[config.mk]
export PLATFORM = sky130hd
export DESIGN_NAME = pong_game_engine
export DESIGN_NICKNAME = d
export VERILOG_FILES = /design/src/rtl/pong_game_engine.sv
export SDC_FILE = /design/constraint.sdc
export NUM_CORES = 1
export LEC_CHECK = 0
export BUFFER_PORTS_ARGS = -buffer_cell sky130_fd_sc_hd__clkbuf_2
export CORE_UTILIZATION = 40
export CTS_CLUSTER_SIZE = 8
export DETAILED_ROUTE_END_ITERATION = 8
export GPL_TIMING_DRIVEN = 0
export PLACE_DENSITY = 0.67
export SKIP_CTS_REPAIR_TIMING = 1
export SLEW_MARGIN = 5
export SYNTH_ARGS = -nofsm -noshare
export SYNTH_HDL_FRONTEND = slang
export SYNTH_SLANG_ARGS = --single-unit
[constraint.sdc]
create_clock -name i_Clk -period 3.3 [get_ports i_Clk]
set_clock_uncertainty 0.05 [all_clocks]
set_input_delay 0.66 -clock i_Clk [delete_from_list [all_inputs] [get_ports i_Clk]]
set_output_delay 0.66 -clock i_Clk [all_outputs]
set_load 0.1 [all_outputs]
[src/rtl/pong_game_engine.sv]
// rtl/pong_game_engine.sv - two-player Pong core driven by VGA column/row counters
//
// Purpose:
//   Keeps ball, paddle, score and game-state registers on a tile grid
//   (ACTIVE_COLS>>TILE_SHIFT x ACTIVE_ROWS>>TILE_SHIFT). Game state advances
//   only on a frame tick taken at the start of vertical blanking. Produces a
//   registered per-pixel draw bit (one cycle behind the counters).
//
// Ports:
//   i_Clk            pixel clock
//   i_Rst            synchronous reset, active-high
//   i_Col_Count      current pixel column (10 bits)
//   i_Row_Count      current pixel row (10 bits)
//   i_Game_Start     single-cycle start / restart pulse
//   i_Paddle_Up_P1   player 1 up, level
//   i_Paddle_Dn_P1   player 1 down, level
//   i_Paddle_Up_P2   player 2 up, level
//   i_Paddle_Dn_P2   player 2 down, level
//   o_Draw           pixel belongs to a paddle or the ball (registered)
//   o_Score_P1       player 1 points
//   o_Score_P2       player 2 points
//   o_State          0 IDLE, 1 RUNNING, 2 GAME_OVER
//
// Build option:
//   PONG_AI_P2_EN    when defined, player 2 ignores its switches and tracks the ball.

module pong_game_engine #(
    parameter int TOTAL_COLS    = 800,
    parameter int TOTAL_ROWS    = 525,
    parameter int ACTIVE_COLS   = 640,
    parameter int ACTIVE_ROWS   = 480,
    parameter int TILE_SHIFT    = 4,
    parameter int PADDLE_HEIGHT = 6,
    parameter int PADDLE_SPEED  = 2,
    parameter int BALL_SPEED    = 3,
    parameter int WIN_SCORE     = 9
) (
    input  logic       i_Clk,
    input  logic       i_Rst,
    input  logic [9:0] i_Col_Count,
    input  logic [9:0] i_Row_Count,
    input  logic       i_Game_Start,
    input  logic       i_Paddle_Up_P1,
    input  logic       i_Paddle_Dn_P1,
    input  logic       i_Paddle_Up_P2,
    input  logic       i_Paddle_Dn_P2,
    output logic       o_Draw,
    output logic [3:0] o_Score_P1,
    output logic [3:0] o_Score_P2,
    output logic [1:0] o_State
);

    localparam int GRID_COLS = ACTIVE_COLS >> TILE_SHIFT;
    localparam int GRID_ROWS = ACTIVE_ROWS >> TILE_SHIFT;

    localparam logic [5:0] COL_MAX     = 6'(GRID_COLS - 1);
    localparam logic [5:0] ROW_MAX     = 6'(GRID_ROWS - 1);
    localparam logic [5:0] BALL_X0     = 6'(GRID_COLS / 2);
    localparam logic [5:0] BALL_Y0     = 6'(GRID_ROWS / 2);
    localparam logic [5:0] PAD_MAX     = 6'(GRID_ROWS - PADDLE_HEIGHT);
    localparam logic [5:0] PAD_Y0      = 6'((GRID_ROWS - PADDLE_HEIGHT) / 2);
    localparam logic [5:0] PAD_H_M1    = 6'(PADDLE_HEIGHT - 1);
    localparam logic [7:0] PAD_SPD_M1  = 8'(PADDLE_SPEED - 1);
    localparam logic [7:0] BALL_SPD_M1 = 8'(BALL_SPEED - 1);
    localparam logic [3:0] WIN         = 4'(WIN_SCORE);
    localparam logic [9:0] ACT_COLS    = 10'(ACTIVE_COLS);
    localparam logic [9:0] ACT_ROWS    = 10'(ACTIVE_ROWS);

    // The tick row only exists when the frame actually has a blanking region.
    localparam logic HAS_VBLANK = (ACTIVE_ROWS < TOTAL_ROWS) && (ACTIVE_COLS <= TOTAL_COLS);

    typedef enum logic [1:0] {
        ST_IDLE = 2'd0,
        ST_RUN  = 2'd1,
        ST_OVER = 2'd2
    } state_t;

    state_t     state_q, state_d;
    logic       tick_q;
    logic       draw_q;
    logic [5:0] ball_x_q, ball_y_q;
    logic       ball_dx_q;              // 1 = moving right (+x)
    logic       ball_dy_q;              // 1 = moving down (+y)
    logic [7:0] ball_cnt_q;
    logic [5:0] pad_top_q [2];          // index 0 = P1 (left), 1 = P2 (right)
    logic [7:0] pad_cnt_q [2];
    logic [3:0] score_q   [2];

    logic [5:0] pad_top_d [2];
    logic [7:0] pad_cnt_d [2];
    logic [1:0] pad_up, pad_dn;

    logic       dx_step, dy_step;
    logic [5:0] x_step, y_step;
    logic       point_p1, point_p2;
    logic       ball_fire;
    logic       restart;
    logic       p1_wins, p2_wins;
    logic [3:0] score_p1_inc, score_p2_inc;

    logic [9:0] tile_col, tile_row;
    logic       in_active, in_grid, ball_tile, p1_tile, p2_tile;
    logic       draw_d;

    function automatic logic in_paddle(input logic [5:0] y, input logic [5:0] top);
        return (y >= top) && (y <= top + PAD_H_M1);
    endfunction

    // Paddle control sources
    always_comb begin
        pad_up[0] = i_Paddle_Up_P1;
        pad_dn[0] = i_Paddle_Dn_P1;
`ifdef PONG_AI_P2_EN
        pad_up[1] = ball_y_q < pad_top_q[1];
        pad_dn[1] = ball_y_q > (pad_top_q[1] + PAD_H_M1);
`else
        pad_up[1] = i_Paddle_Up_P2;
        pad_dn[1] = i_Paddle_Dn_P2;
`endif
    end

`ifdef PONG_AI_P2_EN
    logic unused_p2_switches;
    assign unused_p2_switches = i_Paddle_Up_P2 | i_Paddle_Dn_P2;
`endif

    // Paddle step: one tile every PADDLE_SPEED ticks while exactly one
    // direction is held; conflicting or released switches clear the count.
    always_comb begin
        for (int i = 0; i < 2; i++) begin
            pad_top_d[i] = pad_top_q[i];
            pad_cnt_d[i] = pad_cnt_q[i];
            if (pad_up[i] ^ pad_dn[i]) begin
                if (pad_cnt_q[i] == PAD_SPD_M1) begin
                    pad_cnt_d[i] = 8'd0;
                    if (pad_up[i] && pad_top_q[i] != 6'd0) begin
                        pad_top_d[i] = pad_top_q[i] - 6'd1;
                    end else if (pad_dn[i] && pad_top_q[i] != PAD_MAX) begin
                        pad_top_d[i] = pad_top_q[i] + 6'd1;
                    end
                end else begin
                    pad_cnt_d[i] = pad_cnt_q[i] + 8'd1;
                end
            end else begin
                pad_cnt_d[i] = 8'd0;
            end
        end
    end

    // Ball step: wall bounce, then paddle reflections, then the move itself.
    // Paddle checks use the paddle positions from before this tick.
    always_comb begin
        dy_step = ball_dy_q;
        if (ball_y_q == 6'd0 && !ball_dy_q) begin
            dy_step = 1'b1;
        end else if (ball_y_q == ROW_MAX && ball_dy_q) begin
            dy_step = 1'b0;
        end

        dx_step = ball_dx_q;
        if (ball_x_q == 6'd1 && !ball_dx_q && in_paddle(ball_y_q, pad_top_q[0])) begin
            dx_step = 1'b1;
        end else if (ball_x_q == COL_MAX - 6'd1 && ball_dx_q && in_paddle(ball_y_q, pad_top_q[1])) begin
            dx_step = 1'b0;
        end

        x_step = dx_step ? ball_x_q + 6'd1 : ((ball_x_q == 6'd0) ? 6'd0 : ball_x_q - 6'd1);
        y_step = dy_step ? ball_y_q + 6'd1 : ((ball_y_q == 6'd0) ? 6'd0 : ball_y_q - 6'd1);

        point_p2 = (x_step == 6'd0);
        point_p1 = (x_step == COL_MAX);
    end

    assign ball_fire    = tick_q && (state_q == ST_RUN) && (ball_cnt_q == BALL_SPD_M1);
    assign restart      = (state_q == ST_OVER) && i_Game_Start;
    assign score_p1_inc = (score_q[0] >= WIN) ? WIN : score_q[0] + 4'd1;
    assign score_p2_inc = (score_q[1] >= WIN) ? WIN : score_q[1] + 4'd1;
    assign p1_wins      = point_p1 && (score_p1_inc == WIN);
    assign p2_wins      = point_p2 && (score_p2_inc == WIN);

    // FSM next state
    always_comb begin
        state_d = state_q;
        case (state_q)
            ST_IDLE: if (i_Game_Start) state_d = ST_RUN;
            ST_RUN: begin
                if (ball_fire && (point_p1 || point_p2)) begin
                    state_d = (p1_wins || p2_wins) ? ST_OVER : ST_IDLE;
                end
            end
            ST_OVER: if (i_Game_Start) state_d = ST_IDLE;
            default: state_d = ST_IDLE;
        endcase
    end

    always_ff @(posedge i_Clk) begin
        if (i_Rst) begin
            state_q <= ST_IDLE;
        end else begin
            state_q <= state_d;
        end
    end

    // Pixel draw decision
    assign tile_col = i_Col_Count >> TILE_SHIFT;
    assign tile_row = i_Row_Count >> TILE_SHIFT;

    always_comb begin
        in_active = (i_Col_Count < ACT_COLS) && (i_Row_Count < ACT_ROWS);
        in_grid   = (tile_col[9:6] == 4'd0) && (tile_row[9:6] == 4'd0);
        ball_tile = (tile_col[5:0] == ball_x_q) && (tile_row[5:0] == ball_y_q);
        p1_tile   = (tile_col[5:0] == 6'd0) && in_paddle(tile_row[5:0], pad_top_q[0]);
        p2_tile   = (tile_col[5:0] == COL_MAX) && in_paddle(tile_row[5:0], pad_top_q[1]);
        draw_d    = in_active && in_grid && (ball_tile || p1_tile || p2_tile);
    end

    // Datapath registers
    always_ff @(posedge i_Clk) begin
        if (i_Rst) begin
            tick_q     <= 1'b0;
            draw_q     <= 1'b0;
            ball_x_q   <= BALL_X0;
            ball_y_q   <= BALL_Y0;
            ball_dx_q  <= 1'b1;
            ball_dy_q  <= 1'b1;
            ball_cnt_q <= 8'd0;
            for (int i = 0; i < 2; i++) begin
                pad_top_q[i] <= PAD_Y0;
                pad_cnt_q[i] <= 8'd0;
                score_q[i]   <= 4'd0;
            end
        end else begin
            tick_q <= HAS_VBLANK && (i_Col_Count == 10'd0) && (i_Row_Count == ACT_ROWS);
            draw_q <= draw_d;

            if (restart) begin
                for (int i = 0; i < 2; i++) begin
                    pad_top_q[i] <= PAD_Y0;
                    pad_cnt_q[i] <= 8'd0;
                    score_q[i]   <= 4'd0;
                end
            end else if (tick_q) begin
                for (int i = 0; i < 2; i++) begin
                    pad_top_q[i] <= pad_top_d[i];
                    pad_cnt_q[i] <= pad_cnt_d[i];
                end
            end

            if (state_q != ST_RUN) begin
                ball_cnt_q <= 8'd0;
            end else if (tick_q) begin
                ball_cnt_q <= (ball_cnt_q == BALL_SPD_M1) ? 8'd0 : ball_cnt_q + 8'd1;
            end

            if (ball_fire) begin
                ball_dy_q <= dy_step;
                if (point_p1 || point_p2) begin
                    // Serve toward the player who just conceded.
                    ball_x_q  <= BALL_X0;
                    ball_y_q  <= BALL_Y0;
                    ball_dx_q <= point_p1;
                    if (point_p1) begin
                        score_q[0] <= score_p1_inc;
                    end else begin
                        score_q[1] <= score_p2_inc;
                    end
                end else begin
                    ball_x_q  <= x_step;
                    ball_y_q  <= y_step;
                    ball_dx_q <= dx_step;
                end
            end
        end
    end

    assign o_Draw     = draw_q;
    assign o_Score_P1 = score_q[0];
    assign o_Score_P2 = score_q[1];
    assign o_State    = state_q;

endmodule

* Word level (Yosys, flattened, before mapping) *
Memory sizes are Yosys's and may differ from the RTL's.
Index checks and enable logic that the tools add are counted.

word-level totals
  RAM bits = 36
  logic and storage cells = 177
  memories = 3
  flip-flop bits (word level) = 26

operators by class
  eq/ne operators = 21
  bitwise operators = 14
  mux-type cells = 62
  reduce and logical (&&, ||, !) cells = 42
  add/sub/neg operators = 15
  order comparisons = 12

memories
  name       depth  width  rd ports  clocked after Yosys merged registers in  wr ports  RTL line  RTL
  pad_cnt_q  2      8      2         0                                        2         86        logic [7:0] pad_cnt_q [2];
  pad_top_q  2      6      2         0                                        2         85        logic [5:0] pad_top_q [2];
  score_q    2      4      2         0                                        2         87        logic [3:0] score_q [2];

operators with widths
  operator                                              count
  2-to-1 mux 6 bit                                      18
  2-to-1 mux 8 bit                                      9
  logical AND 1 bit                                     26
  adder 6 x 1 -> 6 bit, second input constant           4
  adder 8 x 1 -> 8 bit, second input constant           3
  >= comparator 6 bit                                   4
  less-or-equal comparator 6 bit                        4
  logical NOT 6 bit                                     4
  2-to-1 mux 1 bit                                      24
  2-to-1 mux 4 bit                                      6
  subtractor 6 x 1 -> 6 bit, second input constant      4
  equality test 6 bit, second input constant            3
  equality test 8 x 1 -> 1 bit, second input constant   2
  adder 6 x 3 -> 6 bit, second input constant           2
  equality test 6 bit                                   2
  != test 6 x 5 -> 1 bit, second input constant         2
  bitwise OR 1 bit                                      12
  nonzero test 6 bit                                    2
  equality test 10 x 9 -> 1 bit, second input constant  1
  logical NOT 10 bit                                    1
  < comparator 10 bit, second input constant            1
  < comparator 10 x 9 -> 1 bit, second input constant   1
  adder 4 x 1 -> 4 bit, second input constant           2
  equality test 4 bit, second input constant            2
  16 further kinds                                      27

* Depth between registers and ports, before layout *
Gate-level depths: netlist of the first run.
An unclocked memory read counts as a cell.

  word-level depth = 15
  depth in mapped cells = 13

* Least setup slack after synthesis of the first run *
OpenSTA, ideal clock, no wires.

  path kind = register to register
  from = memory pad_top_q[1][0], in the netlist pad_top_q[0][6]
  to = memory score_q[0][0], enable pin
  arrival = 2873 ps
  stages on the path, launching flop included = 13
  data required time = 2889 ps
  clock period less this slack = 3284 ps
  slack = 16 ps
  setup time = 361 ps
  path through = edfxtp_1 > inv_1 > ha_1 > inv_1 > ha_1 > nor2b_1 > o21a_1 > o221ai_1 > a211oi_1 > a2111oi_4 > mux2_2 > inv_1 > o21ai_0

RTL lines
  element          RTL line
  start, declared  85
  end, declared    87

==> impl_metrics.py, run 1 <==
metrics = {
    "logic_synthesis": {
        "number_of_warnings_issued_by_yosys": 0,
        "yosys_register_bits": 62,
        "synth-main-ff-cell": "edfxtp_1",
        "synth-edff-count": 36,
        "avg_cell_area_syn_um2": 8.80,
        "synth_async_sr_flop_share": 0,
        "post-synth-top-area-cell": "edfxtp_1",
        "synth_top_area_frac": 0.202,
        "synth.area.top_cells": "edfxtp_1 (20%), ha_1 (18%), dfxtp_1 (9.7%), xor2_1 (5.9%), nor2_1 (4.5%)",
        "post_synth_instance_area_mm2": 0.00535,
        "post_syn_nets": 713,
        "postSynthCellCount": 608,
        "synth-seq-area-share": 0.299,
        "synthDistinctLibCells": 66,
    },
    "layout": {
        "leading_cell_type_in_the_layout_fill_and_taps_excluded": "ha_1",
        "fin_nets": 784,
        "commonest_cells_after_routing_fill_and_taps_aside": "ha_1 (74), nor2_1 (61), nand2_1 (53), clkbuf_2 (37)",
        "finalNonFillerCells": 856,
        "final_antenna_diode_count": 0,
        "drive_above_1_share": 0.171,
        "area_growth_pct": 19.3,
    },
    "worst_hold_path": {
        "hp-class": "register to register",
    },
    "floorplanning": {
        "floorplan.io_pins": 38,
        "fp.dieW_um": 118,
        "initial_core_util": 0.417,
        "design.die.area_mm2": 0.0138,
        "rows": 41,
        "floorplan.die.height_um": 118,
        "placeableCoreArea_mm2": 0.0128,
    },
    "cts": {
        "clk_path_buf_depth": 2,
        "cts_tree": "done",
        "cts-htree-levels": 3,
        "numCtsBuffers": 9,
        "numClockSinks": 62,
        "clkTransAtPathRegs_ns": 0.06,
        "cell_at_the_root_of_the_clock_tree": "clkbuf_16",
        "clk_latency_ns": 0.34,
    },
    "grt": {
        "vias_in_the_first_global_route": 4490,
        "number_of_antenna_violations_at_the_first_check_in_global_routing": 0,
        "global_route_wire_length_before_repair_mm": 21.4,
        "grt_overflow_total": 0,
        "grt.total_usage": 0.189,
        "grt_max_degree": 17,
    },
    "placement": {
        "place.port_buffers": 37,
        "post-place-cells": 817,
        "gpl.final_weighted_congestion": 0.910,
        "dp.final_hpwl_mm": 9.72,
        "placement.setup.worst_slack_ns": -0.619,
    },
    "sta": {
        "max_freq_ghz": 0.287,
        "finalWorstSetupSlack_ns": -0.181,
        "max_slew_margin": 0.283,
        "layout_min_cycle_time_ns": 3.48,
        "report.final.hold_viol_count": 0,
        "timing.final.setup_violations": 25,
        "worstMarginPinSlew_ns": 1.05,
        "slew_violations": 0,
        "unrepaired_setup_endpoints_after_global_routing": "true",
        "final.period_utilization": 1.05,
    },
    "critical_path": {
        "worst_path_class_setup": "register to register",
        "worstPathMaxFanout": 8,
        "setup.worst_path.end_class": "register",
        "cp_data_required_time_ns": 3.44,
        "startpoint_type": "register",
        "timing.critical_path.arrival_ns": 3.62,
    },
    "power": {
        "power_density_mw_per_mm2": 323,
        "power.total_mw": 2.06,
        "total_leakage_power_nw": 2.66,
        "vdd.ir_drop.worst_v": 0.000241,
    },
    "route": {
        "dr_total_vias": 4689,
        "dr.pass1.iters": 5,
        "avgViaCountPerCell": 5.48,
        "final_antenna_net_count": 0,
        "routed_wirelength_mm": 13.1,
        "post-route-drc-count": 0,
        "detail_route.wl_per_cell_um": 15.3,
        "drt_iter0_drc": 339,
    },
    "run": {
        "max-cap-violations": 0,
    },
    "outcome": {
        "run_status": "finished, violations left",
        "failed_checks": "negative setup slack",
    },
}
## critical path: stages (launching register included)
cell	delay, ns
edfxtp_1	0.50
buf_6	0.18
a21oi_4	0.16
nor2_1	0.10
xnor2_2	0.21
ha_1	0.29
nand3_1	0.09
o22ai_1	0.06
a31oi_1	0.21
a211oi_2	0.08
a2111oi_4	0.31
buf_4	0.20
buf_6	0.11
mux2_4	0.34
or2_4	0.30
nor2_2	0.11
## routing by layer
| layer | GRT usage | routed length [um] |
|---|---|---|
| met1 | 0.234 | 6000 |
| met2 | 0.326 | 6410 |
| met3 | 0.0455 | 532 |
| met4 | 0.0521 | 203 |
| met5 | 0 | 0 |
## final cells by class
cell class	instances	area, um2
sequential	62	1600
buffer	18	76.3
inverter	36	139
clock inverter	3	38.8
multi-input combinational	492	3700
timing repair buffer	60	369
clock buffer	13	240
tap	172	215
fill	1197	6440
## cell usage after synthesis, types with 2 or more instances
cell and count:
nand3_1 24, a31oi_1 7, nand2_1 53, o22ai_1 3, nand2b_1 7, o21bai_1 4
o21ai_0 22, a2111oi_0 2, nor3_1 14, nor3b_1 4, inv_1 36, o21a_1 11
nand4_1 9, or3_1 6, a211oi_1 4, edfxtp_1 36, nor2_1 64, and2_1 2
xor2_1 36, a21bo_2 2, ha_1 76, buf_2 4, fa_1 2, clkbuf_1 12
or2_2 2, o31a_1 2, nand4b_1 3, a22oi_1 3, o2111ai_1 2, nor4_1 9
nor4b_1 5, nor2b_1 8, nand3b_1 6, a21o_1 8, mux2i_1 5, a21oi_1 27
and3_1 10, dfxtp_1 26, a21boi_0 2, maj3_1 2, o211ai_1 3, xnor2_1 20
and4b_1 2
## state kept, by name, summed over array words and instances (netlist names)
signal / count
ball_cnt_q: 8
o_State: 2
tick_q: 1
ball_x_q: 6
o_Draw: 1
ball_y_q: 6
pad_cnt_q: 16
ball_dx_q: 1
score_q: 8
ball_dy_q: 1
pad_top_q: 12
## metrics by stage
step,setup TNS (ns),util,instance area [um2],hold slack [ns]
finish,-2.30,0.498,6380,0.461
global route,-5.47,0.498,6380,0.489
CTS,-10.08,0.470,6030,0.467
detailed placement,-9.47,0.448,5750,0.452
global placement,-5.84,0.448,5750,0.425
floorplan,0,-,5350,0.411
## report_power, final
part	switching (mW)	leakage, nW	internal, mW
sequential	0.0222	0.568	0.834
combinational	0.179	1.95	0.117
clock	0.327	0.135	0.581
## worst paths after layout
check	startpoint	to	slack, ns	depth (start not counted)
setup reg to reg	pad_top_q[0][0]	score_q[0][3]	-0.18	15
hold reg to reg	ball_cnt_q[7]	ball_cnt_q[7]	0.46	2
hold / removal	ball_cnt_q[7]	ball_cnt_q[7]	0.46	2
setup / recovery	pad_top_q[0][0]	score_q[0][3]	-0.18	15
## logic make-up after synthesis
| kind of cell | after synthesis | share of synthesized area |
|---|---|---|
| adder cells (fa/ha/maj) | 80 | 0.189 |
| AND/OR/NAND/NOR | 233 | 0.218 |
| flip-flops | 62 | 0.299 |
| AO/OA/AOI/OAI | 116 | 0.148 |
| buffers and inverters | 54 | 0.0395 |
| multiplexers | 7 | 0.0143 |
| XOR/XNOR | 56 | 0.0917 |
Note: power is estimated with default switching activity, not from simulation.
==> run 2: changes to the inputs <==
--- a/config.mk
+++ b/config.mk
@@ -7,6 +7,7 @@
 export LEC_CHECK = 0
 export BUFFER_PORTS_ARGS = -buffer_cell sky130_fd_sc_hd__clkbuf_2
 export CORE_UTILIZATION = 40
+export CTS_BUF_LIST = sky130_fd_sc_hd__clkbuf_8
 export CTS_CLUSTER_SIZE = 8
 export DETAILED_ROUTE_END_ITERATION = 8
 export GPL_TIMING_DRIVEN = 0
==> run 2 against run 1 <==
Against the previous run:
- critical path type unchanged
- worst hold slack gained 0.0060 ns
- the run still ends with negative setup slack left
- via count shrank 0.28%
- power shrank 14%
- design area shrank 1.6%
- core utilization shrank 0.79 points
- sequential share of layout area grew 0.41 points
- largest cell class unchanged
- critical endpoint is now score_q[0][2]
- register-to-register slack is essentially flat
- die area is the same
==> impl_metrics.py, run 2 (synthesis results as in run 1) <==
metrics = {
    "power": {
        "power_switching_mw": 0.498,
        "share_comb_of_total_power": 0.167,
        "total_leakage_power_nw": 2.63,
        "power.switching_fraction": 0.279,
        "pwr-share-clk": 0.353,
        "power.sequential.fraction": 0.480,
        "vdd.ir_drop.worst_v": 0.000211,
        "intPower_mw": 1.28,
        "power_density_mw_per_mm2": 284,
    },
    "sta": {
        "unrepaired_setup_endpoints_after_global_routing": "true",
        "max_slew_margin": 0.297,
        "finalSetupTns_ns": -2.64,
        "report.final.hold_viol_count": 0,
        "finalWorstSetupSlack_ns": -0.177,
        "timing.final.setup_violations": 26,
        "layout_min_cycle_time_ns": 3.48,
        "max_freq_ghz": 0.288,
        "worstMarginPinSlew_ns": 1.03,
        "final.period_utilization": 1.05,
        "slew_violations": 0,
    },
    "critical_path": {
        "cp_num_buf_inv": 3,
        "cp_data_required_time_ns": 3.47,
        "crit_slowest_cell": "edfxtp_1",
        "startpoint_type": "register",
        "worstPathMaxFanout": 8,
        "launching_point_of_the_worst_reg2reg_path": "pad_top_q[0][0]",
        "max_stage_delay_ns": 0.51,
        "crit_path_cell_trace": "buf_6 -> a21oi_4 -> nor2_1 -> xnor2_2 -> ha_1 -> nand3_1 -> o22ai_1 -> a31oi_1 -> a211oi_2 -> a2111oi_4 -> buf_4 -> buf_6 -> mux2_4 -> or2_4 -> nor2_2",
        "critical_path.top_delay_family": "compound AO/OA/AOI/OAI gates",
        "path_common_cell": "buf_6",
        "setup.worst_path.end_class": "register",
        "worst_path_class_setup": "register to register",
        "timing.critical_path.arrival_ns": 3.64,
        "critical_path.startpoint": "pad_top_q[0][0]",
    },
    "grt": {
        "vias_in_the_first_global_route": 4487,
        "number_of_antenna_violations_at_the_first_check_in_global_routing": 0,
        "grt_overflow_total": 0,
        "global_route_wire_length_before_repair_mm": 21.4,
        "grt.total_usage": 0.190,
        "grt_max_degree": 17,
    },
    "layout": {
        "largest_register_ffs": 16,
        "fin_nets": 784,
        "area_growth_pct": 17.4,
        "leading_cell_type_in_the_layout_fill_and_taps_excluded": "ha_1",
        "finish.utilization": 0.490,
        "drive_above_1_share": 0.170,
        "commonest_cells_after_routing_fill_and_taps_aside": "ha_1 (74), nor2_1 (61), nand2_1 (53), inv_1 (37), clkbuf_2 (37)",
        "final_antenna_diode_count": 0,
        "largest-register": "pad_cnt_q",
        "registers_with_the_most_flip_flops": "pad_cnt_q x16, pad_top_q x12",
        "finish.instance_area_mm2": 0.00628,
    },
    "route": {
        "avgViaCountPerCell": 5.46,
        "routed_wirelength_mm": 13.2,
        "dr.pass1.iters": 5,
        "final_antenna_net_count": 0,
        "post-route-drc-count": 0,
        "dr_total_vias": 4676,
        "detail_route.wl_per_cell_um": 15.5,
        "drt_iter0_drc": 365,
    },
    "cts": {
        "numClockSinks": 62,
        "clkTransAtPathRegs_ns": 0.07,
        "cts_tree": "done",
        "cts-htree-levels": 3,
        "numCtsBuffers": 9,
        "cell_at_the_root_of_the_clock_tree": "clkbuf_8",
        "clk_latency_ns": 0.36,
        "clk_path_buf_depth": 2,
    },
    "placement": {
        "placement.setup.worst_slack_ns": -0.619,
        "place.port_buffers": 37,
        "placed_instance_area_mm2": 0.00575,
        "gpl.final_weighted_congestion": 0.910,
        "dp.final_hpwl_mm": 9.72,
    },
    "floorplanning": {
        "floorplan.io_pins": 38,
        "placeableCoreArea_mm2": 0.0128,
        "fp.dieW_um": 118,
        "floorplan.die.height_um": 118,
        "design.die.area_mm2": 0.0138,
        "rows": 41,
        "initial_core_util": 0.417,
    },
    "worst_hold_path": {
        "hp-class": "register to register",
        "hold_path.startpoint": "ball_cnt_q[7]",
    },
    "outcome": {
        "failed_checks": "negative setup slack",
        "run_status": "finished, violations left",
    },
    "run": {
        "max-cap-violations": 0,
    },
}
-- run 2: cell types whose count changed in the layout (fill, tap and decap cells not counted) --
cell	before	now
clkbuf_8	0	9
inv_1	32	37
clkbuf_1	16	12
a21oi_1	22	21
clkbuf_16	9	0
o21ai_2	3	2
inv_2	3	2
o21ai_1	1	2
a21oi_2	4	5
-- run 2: final cells by class --
class                   count  area (um2)
clock buffers               9         124
inverters                  36         139
repair buffers             60         369
fillers                  1213        6550
plain buffers              18        76.3
flip-flops and latches     62        1600
clock inverters             7        53.8
well taps                 172         215
multi-input cells         492        3700
-- run 2: worst paths after layout --
| path | cells past startpoint | slack (ns) | end |
|---|---|---|---|
| hold / removal | 2 | 0.47 | ball_cnt_q[7] |
| hold reg to reg | 2 | 0.47 | ball_cnt_q[7] |
| setup reg to reg | 15 | -0.18 | score_q[0][2] |
| setup / recovery | 15 | -0.18 | score_q[0][2] |
-- run 2: power groups by stage --
| stage | Combinational [mW] | Sequential, mW | Clock (mW) |
|---|---|---|---|
| 3_5_place_dp | 0.273 | 0.872 | 0 |
| 2_1_floorplan | 0.166 | 0.897 | 0 |
| 5_1_grt | 0.328 | 0.858 | 0.683 |
| 6_report | 0.297 | 0.855 | 0.630 |
| 4_1_cts | 0.275 | 0.855 | 0.647 |
| 3_3_place_gp | 0.262 | 0.870 | 0 |
-- run 2: routing by layer --
metal,part of all wire,track usage
met1,0.46,0.234
met2,0.49,0.328
met3,0.037,0.0465
met4,0.017,0.0513
met5,0,0
-- run 2: worst min-delay path, cell delays in order (launching register included) --
cell     delay (ns)
dfxtp_1        0.34
xor2_1         0.07
nor2_1         0.07
-- run 2: per-stage QoR --
| stage | cells | total power, mW | hold slack [ns] |
|---|---|---|---|
| 5_1_grt | 856 | 1.87 | 0.494 |
| 2_1_floorplan | 608 | 1.06 | 0.411 |
| 6_report | 856 | 1.78 | 0.467 |
| 3_5_place_dp | 817 | 1.14 | 0.452 |
| 3_3_place_gp | 817 | 1.13 | 0.425 |
| 4_1_cts | 833 | 1.78 | 0.469 |
